### config.mk
export PLATFORM = sky130hd
export DESIGN_NAME = btn_debounce
export DESIGN_NICKNAME = d
export VERILOG_FILES = /design/src/rtl/btn_debounce_pkg.sv /design/src/rtl/sync_2ff.sv /design/src/rtl/btn_debounce.sv
export SDC_FILE = /design/constraint.sdc
export NUM_CORES = 1
export LEC_CHECK = 0
export ABC_AREA = 1
export CAP_MARGIN = 20
export CORE_ASPECT_RATIO = 1.5
export CORE_MARGIN = 2
export CORE_UTILIZATION = 61
export DETAILED_ROUTE_END_ITERATION = 10
export PLACE_DENSITY = 0.9
export SYNTH_ARGS = -nofsm -noshare
export SYNTH_HDL_FRONTEND = slang
export SYNTH_HIERARCHICAL = 1
export SYNTH_SLANG_ARGS = --single-unit
### constraint.sdc
create_clock -name clk -period 2.5 [get_ports clk]
set_input_delay 0.25 -clock clk [delete_from_list [all_inputs] [get_ports clk]]
set_output_delay 0.25 -clock clk [all_outputs]
set_load 0.1 [all_outputs]
### src/rtl/btn_debounce_pkg.sv
// Shared debounce definitions: FSM state encodings and default timing constants
// for a 50 MHz board clock.
package debounce_defs;

    typedef enum logic [1:0] {
        ST_ZERO  = 2'd0,
        ST_WAIT1 = 2'd1,
        ST_ONE   = 2'd2,
        ST_WAIT0 = 2'd3
    } db_state_e;

    // 20 ms qualification window at 50 MHz
    localparam int STABLE_CYCLES_DEF = 1_000_000;
    localparam int CNT_W_DEF         = 20;

endpackage

### src/rtl/sync_2ff.sv
// Two-flop synchroniser for asynchronous board inputs; both stages reset to 0.
module sync_2ff (
    input  logic clk,
    input  logic reset,
    input  logic d,
    output logic q
);

    logic s1;

    always_ff @(posedge clk or posedge reset) begin
        if (reset) begin
            s1 <= 1'b0;
            q  <= 1'b0;
        end else begin
            s1 <= d;
            q  <= s1;
        end
    end

endmodule

### src/rtl/btn_debounce.sv
// Button debouncer: synchronises btn, qualifies each level change over
// STABLE_CYCLES clocks and emits the clean level with one-cycle edge pulses.
//
// state    | meaning
// ---------+----------------------------------------------------------
// ST_ZERO  | accepted level is 0, watching for s2 = 1
// ST_WAIT1 | s2 = 1 seen, counting stable cycles before accepting 1
// ST_ONE   | accepted level is 1, watching for s2 = 0
// ST_WAIT0 | s2 = 0 seen, counting stable cycles before accepting 0
module btn_debounce
    import debounce_defs::*;
#(
    parameter int STABLE_CYCLES = STABLE_CYCLES_DEF,
    parameter int CNT_W         = CNT_W_DEF
) (
    input  logic clk,
    input  logic reset,
    input  logic btn,
    output logic db_level,
    output logic rise_pulse,
    output logic fall_pulse
);

    localparam logic [CNT_W-1:0] CNT_LAST = CNT_W'(STABLE_CYCLES - 1);

    logic             s2;
    db_state_e        state, state_nxt;
    logic [CNT_W-1:0] cnt, cnt_nxt;
    logic             db_nxt, rise_nxt, fall_nxt;

    sync_2ff u_sync (
        .clk   (clk),
        .reset (reset),
        .d     (btn),
        .q     (s2)
    );

    always_ff @(posedge clk or posedge reset) begin
        if (reset) begin
            state      <= ST_ZERO;
            cnt        <= '0;
            db_level   <= 1'b0;
            rise_pulse <= 1'b0;
            fall_pulse <= 1'b0;
        end else begin
            state      <= state_nxt;
            cnt        <= cnt_nxt;
            db_level   <= db_nxt;
            rise_pulse <= rise_nxt;
            fall_pulse <= fall_nxt;
        end
    end

    always_comb begin
        state_nxt = state;
        cnt_nxt   = cnt;
        db_nxt    = db_level;
        rise_nxt  = 1'b0;
        fall_nxt  = 1'b0;
        case (state)
            ST_ZERO: begin
                if (s2) begin
                    state_nxt = ST_WAIT1;
                    cnt_nxt   = '0;
                end
            end
            ST_WAIT1: begin
                if (!s2) begin
                    state_nxt = ST_ZERO;
                    cnt_nxt   = '0;
                end else if (cnt == CNT_LAST) begin
                    state_nxt = ST_ONE;
                    cnt_nxt   = '0;
                    db_nxt    = 1'b1;
                    rise_nxt  = 1'b1;
                end else begin
                    cnt_nxt = cnt + 1'b1;
                end
            end
            ST_ONE: begin
                if (!s2) begin
                    state_nxt = ST_WAIT0;
                    cnt_nxt   = '0;
                end
            end
            ST_WAIT0: begin
                if (s2) begin
                    state_nxt = ST_ONE;
                    cnt_nxt   = '0;
                end else if (cnt == CNT_LAST) begin
                    state_nxt = ST_ZERO;
                    cnt_nxt   = '0;
                    db_nxt    = 1'b0;
                    fall_nxt  = 1'b1;
                end else begin
                    cnt_nxt = cnt + 1'b1;
                end
            end
            default: begin
                state_nxt = ST_ZERO;
                cnt_nxt   = '0;
                db_nxt    = 1'b0;
            end
        endcase
    end

endmodule
# Word level (Yosys, flattened, before mapping)

Index checks and enable logic that the tools add are counted.

Add/subtract/negate cells: 1
Mux-type cells: 23
Equal/unequal tests: 12
Reductions and logical operators: 5

Operators by type and width:

| kind                                          | number |
|---|---|
| two-way mux 20 bit                            | 5 |
| one-hot mux 20 bit (4 select lines)           | 1 |
| adder 20 x 1 -> 20 bit, second input constant | 1 |
| == test 20 bit, second input constant         | 1 |
| two-way mux 2 bit                             | 6 |
| two-way mux 1 bit                             | 9 |
| != test 2 bit, second input constant          | 4 |
| one-hot mux 2 bit (4 select lines)            | 1 |
| AND reduction 5 bit                           | 1 |
| == test 2 bit, second input constant          | 2 |
| != test 2 x 1 -> 1 bit, second input constant | 2 |
| AND reduction 4 bit                           | 1 |
| != test 3 x 2 -> 1 bit, second input constant | 1 |
| != test 3 bit, second input constant          | 1 |
| == test 2 x 1 -> 1 bit, second input constant | 1 |
| zero test 2 bit                               | 1 |
| one-hot mux 1 bit (2 select lines)            | 1 |
| AND reduction 2 bit                           | 1 |
| nonzero test 2 bit                            | 1 |

Input bits: 3
Register bits: 27

# Longest topological paths before layout

Gate-level depths: netlist of run 1.

Depth after elaboration: 4
Gate-level depth with buffers: 9
Depth with buffers taken out: 9

# Hierarchy

The synthesis of run 1 kept the hierarchy.

Modules (own cells, without submodules):

| module       | area each (µm²) | cells an instance | times used |
|---|---|---|---|
| btn_debounce | 1,493.9         | 193               | 1 |
| sync_2ff     | 53.8            | 3                 | 1 |

# Worst setup path after synthesis of run 1

OpenSTA, ideal clock, no wires.

Kind: flip-flop to flip-flop
From: register cnt[0]
To: register cnt[6]
Cell stages (with the launch flop): 8
Data arrival time: 1.272 ns
Setup time: 0.129 ns
Period minus slack after synthesis: 1.401 ns
Buffers on the path: 1
Path slack: 1.099 ns
Cells stage by stage: dfrtp_1 > ha_1 > nand2_1 > nor2_2 > nand3_2 > nand2_2 > buf_6 > o22ai_2

Cells in the longest elaborated chain, start to end: 4
Elaborated cells between the ends (all ways): 6
Those cells by class: 1 x add/sub; 1 x eq/ne; 4 x mux

Ends and longest elaborated chain:

| what                                                            | RTL line                               | RTL |
|---|---|---|
| start: declaration                                              | btn_debounce.sv:28                     | `logic [CNT_W-1:0] cnt, cnt_nxt;` |
| start signal: assignment                                        | btn_debounce.sv:47                     | `cnt <= cnt_nxt;` |
| adder 20 x 1 -> 20 bit / == test 20 bit (equally long branches) | -                                      |  |
| two-way mux 20 bit (*)                                          | btn_debounce.sv:71, btn_debounce.sv:90 |  |
| two-way mux 20 bit (on tied branches)                           | btn_debounce.sv:87, btn_debounce.sv:68 |  |
| one-hot mux 20 bit (4 select lines) (*)                         | btn_debounce.sv:60                     | `case (state)` |

Every way passes the cells marked *; elsewhere a longest branch is shown, timed or not.
A chain may end at the register's enable or synchronous reset.

# Final worst setup path of run 1

From: register cnt[0]
To: register cnt[4]

Same word-level chain as after synthesis.

==> summary.txt, run 1 <==
cells taking the most area after synthesis - dfrtp_1 (44%), nand2_1 (14%), nand3_1 (5.8%), xor2_1 (5.1%), inv_1 (4.9%)
initial antenna violation count - 0
die area - 2960 um^2
dominant cell type by area after synthesis - dfrtp_1
# hold bufs at CTS - 0
Reg2Reg Setup Slack - 0.69 ns
M1 wire length - 1200 um
via count - 1,263
post-synth cell types - 27
# diodes - 0
CP Data Arrival Time - 2.03 ns
largest net degree at the start of global routing - 26
Hold Path Class - in2async
largest fanout on the critical path - 11
Seq pwr share - 0.576
Root Driver - clkbuf_4
post-synthesis sequential area ratio - 0.437
slew of the pin with the lowest slew margin - 0.361 ns
chip height - 65.7 um
fin area - 1630 um^2
WS Path Type - reg2reg
switching part of the total - 0.325
Worst slew margin - 0.758
CTS tree - built
cts repair resizes - 0
Routed Antenna Nets - 0
Synth Warn # - 6
Residual DRC - 0
Clock Sinks - 27
Crit path required time - 2.72 ns
proportion of netlist area held by the largest area contributor - 0.437
Syn Std Cell Area - 1550 um^2
Mapped Cells - 196
RSZ-0062 raised after global routing - false
GPL Wtd Cong - 0.897
vias per std cell - 5.56
Max Slew Vio Count - 0
placed inst area - 1600 um^2
CTS H-tree depth - 1
Ports - 6
Port Buffers - 5
Comb power frac - 0.201
Peak VDD IR - 465 uV
Total Power - 844 uW
final worst setup slack - 0.694 ns
Final Hold Vio Count - 0
Leakage Power - 0.753 nW
setup TNS - 0 ns
Pwr Density - 518 nW/um^2
fillers - 188
Num CTS Buffers - 3
Met3 Wirelength - 88 um
status - completed
Core Rows - 22
initial core utilization - 0.639
Non-Filler Instances - 227
WHS - 0.0632 ns
Max-Cap Viols - 0
clock slew at reported path FFs - 0.15 ns
CP endpoint kind - flop
most common cell after layout, fill and taps aside - nand2_1
fmax - 554 MHz
Mean Syn Cell Area - 7.90 um^2
Initial DRC Count - 35
final net count - 208
Post-Place Cells - 223
R2R cell count - 8
routed len/inst - 13.2 um
Horiz. Die Dim - 45.1 um
dpl ws - 0.713 ns
Max Used Layer - met4
Tmin final - 1.81 ns
Clock Latency Late Sink - 0.33 ns
Area growth syn-to-layout - 5.42%
CTS Buffer Depth - 2
core footprint - 2420 um^2
final worst-path cycle share - 0.723
leading cell types in the layout, fill and taps excluded - nand2_1 (59), dfrtp_1 (27), inv_1 (20)
Final setup viols - 0
final core occ - 0.674
layout cell share with drive strength beyond 1 - 0.182
HPWL after DPL - 2370 um
first-pass GRT wire length - 5490 um
first-pass detailed-route iteration total - 4
Overflow after GRT - 0
Startpoint Class - flop
skew final - 0.0160 ns
metal2 WL - 1660 um
total wire length - 3010 um
syn nets - 200
Clk pwr share - 0.223
sw power - 274 uW
Int Pwr - 570 uW
synthesized flop and latch total - 27
Total GRT Usage - 0.248
Post-CTS Setup Repair Bufs - 0
vias in the first global route - 1,338
[worst paths after layout]
check	startpoint	to
worst max-delay path	cnt[0]	cnt[4]
worst min-delay path	reset	u_sync/s1
worst max register to register	cnt[0]	cnt[4]
worst min register to register	u_sync/s1	u_sync/q
max in group asynchronous	reset	cnt[3]
min in group clk	btn	u_sync/s1
[critical path, cell delays in order (launching register included)]
cell and delay, ns:
dfrtp_1 0.43, ha_1 0.20, nand2_1 0.08, nor2_2 0.21, nand3_2 0.16, nand2_2 0.30, inv_2 0.15, nor2_2 0.12
nor2_1 0.05
[cell usage after synthesis]
cell      number
a21boi_1       1
a21oi_1        2
a21oi_2        1
buf_2          1
buf_4          1
buf_6          1
dfrtp_1       27
ha_1           1
inv_1         20
inv_2          4
inv_4          1
nand2_1       59
nand2_2        4
nand3_1       18
nand3_2        1
nand4_1        4
nor2_1        18
nor2_2         4
nor2_4         2
nor3_1         1
nor3_2         2
o21ai_0        3
o21ai_2        8
o22ai_2        1
xnor2_1        1
xnor2_2        1
xor2_1         9
[power groups by stage]
stage | Sequential, mW | Combinational [mW] | Clock, mW
6_report | 0.486 | 0.170 | 0.188
5_1_grt | 0.490 | 0.195 | 0.200
4_1_cts | 0.486 | 0.172 | 0.187
3_5_place_dp | 0.495 | 0.172 | 0
3_3_place_gp | 0.491 | 0.169 | 0
2_1_floorplan | 0.488 | 0.153 | 0
[state kept, by name, indices dropped and copies added (netlist names), named ones only]
signal      count
cnt            20
db_level        1
fall_pulse      1
u_sync/q        1
state           1
u_sync/s1       1
rise_pulse      1
[kinds of logic after synthesis]
logic type / Yosys count / share of synthesized area
AO/OA/AOI/OAI: 16 / 0.0800
XOR/XNOR: 11 / 0.0671
adder cells (fa/ha/maj): 1 / 0.00808
buffers and inverters: 28 / 0.0776
flip-flops: 27 / 0.437
AND/OR/NAND/NOR: 113 / 0.331
[routing by layer]
layer	vias up	track usage
li1	626	-
met1	601	0.294
met2	29	0.452
met3	7	0.0165
met4	0	0.0846
met5	-	0
[area by class of cell]
class | instances | area, um^2 | share of cell area
Clock buffer | 3 | 22.5 | 0.0138
Clock inverter | 1 | 5.00 | 0.00307
Tap cell | 24 | 30.0 | 0.0184
Timing Repair Buffer | 6 | 50.0 | 0.0307
Inverter | 25 | 96.3 | 0.0590
Multi-Input combinational cell | 141 | 752 | 0.461
Sequential cell | 27 | 676 | 0.414
No activity file was read; power rests on OpenSTA's default activity.
==> inputs of run 2 (changes only) <==
--- a/config.mk
+++ b/config.mk
@@ -9,9 +9,9 @@
 export CAP_MARGIN = 20
 export CORE_ASPECT_RATIO = 1.5
 export CORE_MARGIN = 2
-export CORE_UTILIZATION = 61
+export CORE_UTILIZATION = 59
 export DETAILED_ROUTE_END_ITERATION = 10
-export PLACE_DENSITY = 0.9
+export PLACE_DENSITY = 0.88
 export SYNTH_ARGS = -nofsm -noshare
 export SYNTH_HDL_FRONTEND = slang
 export SYNTH_HIERARCHICAL = 1
==> constraint.sdc (replaced) <==
create_clock -name clk -period 1.7 [get_ports clk]
set_input_delay 0.17 -clock clk [delete_from_list [all_inputs] [get_ports clk]]
set_output_delay 0.17 -clock clk [all_outputs]
set_load 0.1 [all_outputs]
==> run 2 against run 1 <==
Clock-buffer cell count did not move. Total power grew 53%. Cell area increased by 2.3%. Flip-flop and latch count did not move. Register-to-register slack worse by 0.56 ns. Critical path type unchanged. Largest cell class unchanged.
==> summary.txt, run 2 (same netlist as run 1, synthesis figures left out) <==
dpl ws - 0.142 ns (-0.571 ns)
GPL Wtd Cong - 0.831 (-7.4%)
Residual DRC - 0 (unchanged)
total wire length - 3280 um (+9.1%)
Startpoint Class - flop
Max Used Layer - met4
Horiz. Die Dim - 45.8 um (+1.5%)
CTS tree - built
CP max-delay cell - dfrtp_1
Max-Cap Viols - 0 (unchanged)
Total GRT Usage - 0.263 (+0.0155)
CTS H-tree depth - 1 (unchanged)
Leakage Power - 0.760 nW (+0.92%)
final net count - 211 (+1.4%)
leading cell types in the layout, fill and taps excluded - nand2_1 (59), dfrtp_1 (27), inv_1 (20)
Area growth syn-to-layout - 7.84%
Ports - 6 (unchanged)
largest fanout on the critical path - 5 (-6)
CP endpoint kind - flop
WS Path Type - reg2reg
Initial DRC Count - 47 (+34%)
M1 wire length - 1330 um (+11%)
metal2 WL - 1740 um (+4.4%)
Post-Place Cells - 225 (+0.90%)
placed inst area - 1620 um^2 (+0.94%)
Clock Latency Late Sink - 0.34 ns (about the same)
chip height - 66.7 um (+1.6%)
Worst slew margin - 0.760 (+0.00209)
vias in the first global route - 1,377 (+2.9%)
Root Driver - clkbuf_4
setup TNS - 0 ns (unchanged)
Met3 Wirelength - 68 um (-23%)
status - completed
die area - 3060 um^2 (+3.1%)
Non-Filler Instances - 230 (+1.3%)
Num CTS Buffers - 3 (unchanged)
crit path cell chain - ha_2, nand2_1, nor2_4, nand3_2, nor2_2, inv_1, nor3_2
Max Slew Vio Count - 0 (unchanged)
Crit path required time - 1.97 ns (-0.75 ns)
origin of the critical flop-to-flop path - cnt[0]
HPWL after DPL - 2480 um (+4.5%)
initial core utilization - 0.625 (-0.0142)
CP startpoint - cnt[0]
Port Buffers - 5 (unchanged)
RSZ-0062 raised after global routing - false
Pwr Density - 774 nW/um^2 (+49%)
layout cell share with drive strength beyond 1 - 0.199 (+0.0168)
Total Power - 1.29 mW (+53%)
core footprint - 2480 um^2 (+2.3%)
hold path start - btn
Core Rows - 22 (unchanged)
Hold Path Class - in2reg
clock slew at reported path FFs - 0.15 ns (about the same)
fin area - 1670 um^2 (+2.3%)
Peak VDD IR - 628 uV (+35%)
Biggest register - cnt
Tmin final - 1.56 ns (-0.241 ns)
fillers - 202 (+7.4%)
skew final - 0.00700 ns (-0.00895 ns)
first-pass detailed-route iteration total - 4 (unchanged)
# diodes - 0 (unchanged)
initial antenna violation count - 0 (unchanged)
via count - 1,284 (+1.7%)
Routed Antenna Nets - 0 (unchanged)
most common cell after layout, fill and taps aside - nand2_1
Clock Sinks - 27 (unchanged)
max reg flops - 20 (unchanged)
largest net degree at the start of global routing - 26 (unchanged)
vias per std cell - 5.58 (+0.34%)
final worst setup slack - 0.135 ns (-0.559 ns)
Final Hold Vio Count - 0 (unchanged)
Final setup viols - 0 (unchanged)
CTS Buffer Depth - 2 (unchanged)
routed len/inst - 14.3 um (+7.7%)
Overflow after GRT - 0 (unchanged)
final worst-path cycle share - 0.920 (+0.198)
slew of the pin with the lowest slew margin - 0.358 ns (-0.00312 ns)
slowest stage delay, CP - 0.44 ns (about the same)
first-pass GRT wire length - 5850 um (+6.5%)
fmax - 639 MHz (+15%)
Post-CTS Setup Repair Bufs - 0 (unchanged)
CP Data Arrival Time - 1.83 ns (-0.20 ns)
[run 2: changes by cell type in the layout (fill, tap and decap cells not counted), sizes merged]
cell / previous run / this run
clkinv: 1 / 0
clkinvlp: 0 / 1
dlygate4sd3: 0 / 1
buf: 4 / 6
[run 2: worst max-delay path, delay by kind of cell (launching register included)]
| family | cells | cell delay, ns |
|---|---|---|
| flops | 1 | 0.44 |
| simple gates | 5 | 0.77 |
| fa+ha+maj | 1 | 0.21 |
| buf+inv | 1 | 0.07 |
[run 2: metal layers]
metal | vias to the layer above | global-route usage
li1 | 638 | -
met5 | - | 0
met1 | 611 | 0.294
met2 | 19 | 0.444
met4 | 0 | 0.161
met3 | 16 | 0.0488
[run 2: cell type report]
class                      count  area, um^2  share of cell area
inverter                      25        96.3              0.0577
multi-input combinational    141         762               0.457
sequential                    27         676               0.405
clock inverter                 1        7.51             0.00450
tap                           24        30.0              0.0180
clock buffer                   3        22.5              0.0135
timing repair buffer           9        75.1              0.0450
[run 2: worst paths after layout]
path                       cells after the start         end  slack [ns]
setup / recovery                               7  fall_pulse        0.14
hold / removal                                 1   u_sync/s1        0.26
setup reg to reg                               7  fall_pulse        0.14
hold reg to reg                                0    u_sync/q        0.39
max in group asynchronous                      4      cnt[7]        0.66
min in group asynchronous                      3    u_sync/q        0.57
[run 2: stage by stage]
step	hold slack [ns]	utilization
finish	0.257	0.674
global route	0.244	0.674
CTS	0.255	0.670
detailed placement	0.355	0.654
global placement	0.345	0.654
floorplan	-0.0888	-
[run 2: repair_timing]
item                                    4_1_cts  5_1_grt
resized for setup                             0        3
hold endpoints to repair                      2        0
hold buffers                                  1        0
endpoints found under the setup margin        0       22
[run 2: power by group]
group	switching, mW	total, mW	internal (mW)
clock	0.199	0.290	0.0904
combinational	0.197	0.287	0.0904
sequential	0.0359	0.714	0.678
total	0.432	1.29	0.859
==> inputs of run 3 (changes only) <==
--- a/config.mk
+++ b/config.mk
@@ -7,11 +7,14 @@
 export LEC_CHECK = 0
 export ABC_AREA = 1
 export CAP_MARGIN = 20
+export CELL_PAD_IN_SITES_DETAIL_PLACEMENT = 0
+export CELL_PAD_IN_SITES_GLOBAL_PLACEMENT = 2
 export CORE_ASPECT_RATIO = 1.5
 export CORE_MARGIN = 2
-export CORE_UTILIZATION = 59
+export CORE_UTILIZATION = 36
 export DETAILED_ROUTE_END_ITERATION = 10
-export PLACE_DENSITY = 0.88
+export PLACE_DENSITY_LB_ADDON = 0.25
+export SLEW_MARGIN = 20
 export SYNTH_ARGS = -nofsm -noshare
 export SYNTH_HDL_FRONTEND = slang
 export SYNTH_HIERARCHICAL = 1
==> run 3 against run 2 <==
Worst hold slack got worse by 0.19 ns. Setup slack improved by 0.028 ns. Sequential share of layout area decreased by 0.86 points. Critical endpoint is now cnt[4]. Clock-buffer cell count unchanged.
==> summary.txt, run 3 (same netlist as run 1, synthesis figures left out) <==
status - completed
routed len/inst - 13.0 um (-8.8%)
final core occ - 0.409 (-0.265)
WHS - 0.0661 ns (-0.191 ns)
CP Data Arrival Time - 1.70 ns (-0.13 ns)
layout cell share with drive strength beyond 1 - 0.194 (-0.00485)
Pwr Density - 802 nW/um^2 (+3.6%)
vias per std cell - 4.90 (-12%)
final worst-path cycle share - 0.904 (-0.0163)
Overflow after GRT - 0 (unchanged)
Max Slew Vio Count - 0 (unchanged)
Biggest register - cnt
Routed Antenna Nets - 0 (unchanged)
cts repair resizes - 0 (unchanged)
Non-Filler Instances - 252 (+9.6%)
Post-Place Cells - 248 (+10%)
metal2 WL - 1740 um (+0.12%)
Clock Sinks - 27 (unchanged)
slew of the pin with the lowest slew margin - 0.416 ns (+0.0576 ns)
RSZ-0062 raised after global routing - false
# hold bufs at CTS - 0 (-1)
Area growth syn-to-layout - 10.2%
via count - 1,236 (-3.7%)
chip height - 84.3 um (+26%)
Initial DRC Count - 37 (-21%)
largest net degree at the start of global routing - 26 (unchanged)
Final setup viols - 0 (unchanged)
Root Driver - clkbuf_8
multi-input logic area - 757 um^2 (-0.66%)
initial antenna violation count - 0 (unchanged)
first-pass GRT wire length - 5800 um (-0.84%)
fmax - 651 MHz (+1.8%)
Max Used Layer - met4
vias in the first global route - 1,231 (-11%)
Leakage Power - 0.776 nW (+2.0%)
# diodes - 0 (unchanged)
Max-Cap Viols - 0 (unchanged)
GPL Wtd Cong - 0.752 (-9.5%)
Port Buffers - 5 (unchanged)
CP startpoint - cnt[0]
Horiz. Die Dim - 57.5 um (+26%)
Reg2Reg Setup Slack - 0.16 ns (+0.03 ns)
Met3 Wirelength - 70 um (+2.9%)
WS Path Type - reg2reg
Core Rows - 29 (+32%)
largest fanout on the critical path - 8 (+3)
Clock Latency Late Sink - 0.27 ns (-0.07 ns)
fin area - 1710 um^2 (+2.2%)
fillers - 430 (+110%)
setup TNS - 0 ns (unchanged)
max reg flops - 20 (unchanged)
Crit path required time - 1.86 ns (-0.11 ns)
skew final - 0.00498 ns (-0.00202 ns)
Reg area - 676 um^2 (unchanged)
Final Hold Vio Count - 0 (unchanged)
total wire length - 3280 um (about the same)
most common cell after layout, fill and taps aside - nand2_1
Tmin final - 1.54 ns (-0.0278 ns)
die area - 4850 um^2 (+59%)
Hold Path Class - in2async
final net count - 211 (unchanged)
Total GRT Usage - 0.152 (-0.112)
CTS Buffer Depth - 2 (unchanged)
Num CTS Buffers - 3 (unchanged)
clock slew at reported path FFs - 0.10 ns (-0.05 ns)
origin of the critical flop-to-flop path - cnt[0]
Post-CTS Setup Repair Bufs - 0 (unchanged)
CP endpoint kind - flop
Ports - 6 (unchanged)
HPWL after DPL - 2470 um (-0.23%)
leading cell types in the layout, fill and taps excluded - nand2_1 (59), dfrtp_1 (27), inv_1 (20)
placed inst area - 1650 um^2 (+2.2%)
core footprint - 4170 um^2 (+68%)
CTS H-tree depth - 1 (unchanged)
M1 wire length - 1420 um (+6.2%)
Residual DRC - 0 (unchanged)
Startpoint Class - flop
initial core utilization - 0.371 (-0.254)
Peak VDD IR - 584 uV (-7.0%)
Worst slew margin - 0.721 (-0.0386)
CTS tree - built
first-pass detailed-route iteration total - 4 (unchanged)
==> run 3: cell types whose count changed in the layout (fill, tap and decap cells not counted), sizes merged <==
cell and delta:
buf +1, clkinvlp -1, clkinv +1, dlygate4sd3 -1
==> run 3: path summary, 6_finish.rpt <==
kind / end / depth (start not counted)
worst min-delay path: u_sync/s1 / 2
worst max-delay path: cnt[4] / 8
min in group clk: u_sync/s1 / 1
worst min register to register: u_sync/q / 0
max in group asynchronous: cnt[9] / 3
worst max register to register: cnt[4] / 8
==> run 3: area by class of cell <==
class	instances	share of cell area
Multi-Input combinational cell	141	0.444
Sequential cell	27	0.396
Timing Repair Buffer	9	0.0426
Tap cell	46	0.0337
Inverter	25	0.0565
Clock buffer	3	0.0242
Clock inverter	1	0.00293
==> run 3: routing by layer <==
| metal | GRT usage | up-vias |
|---|---|---|
| met2 | 0.272 | 11 |
| met5 | 0 | - |
| li1 | - | 636 |
| met3 | 0.0200 | 6 |
| met4 | 0.0507 | 0 |
| met1 | 0.181 | 583 |
==> run 3: report_power, final <==
group          switching (mW)  internal (mW)
combinational           0.196         0.0866
sequential             0.0332          0.678
clock                   0.209          0.164
total                   0.438          0.929
==> run 3: per-stage QoR <==
step           power, mW  setup slack (ns)
4_1_cts             1.40             0.102
3_3_place_gp        1.01             0.192
2_1_floorplan      0.943             0.299
5_1_grt             1.46           0.00331
3_5_place_dp        1.01             0.118
6_report            1.37             0.163
==> run 3: worst max-delay path: stages (launching register included) <==
cell and delay, ns:
dfrtp_1 0.42, ha_1 0.21, nand2_1 0.11, nor2_4 0.16
nand3_2 0.15, nand2_2 0.11, inv_2 0.10, nor2_2 0.11
nor2_1 0.06
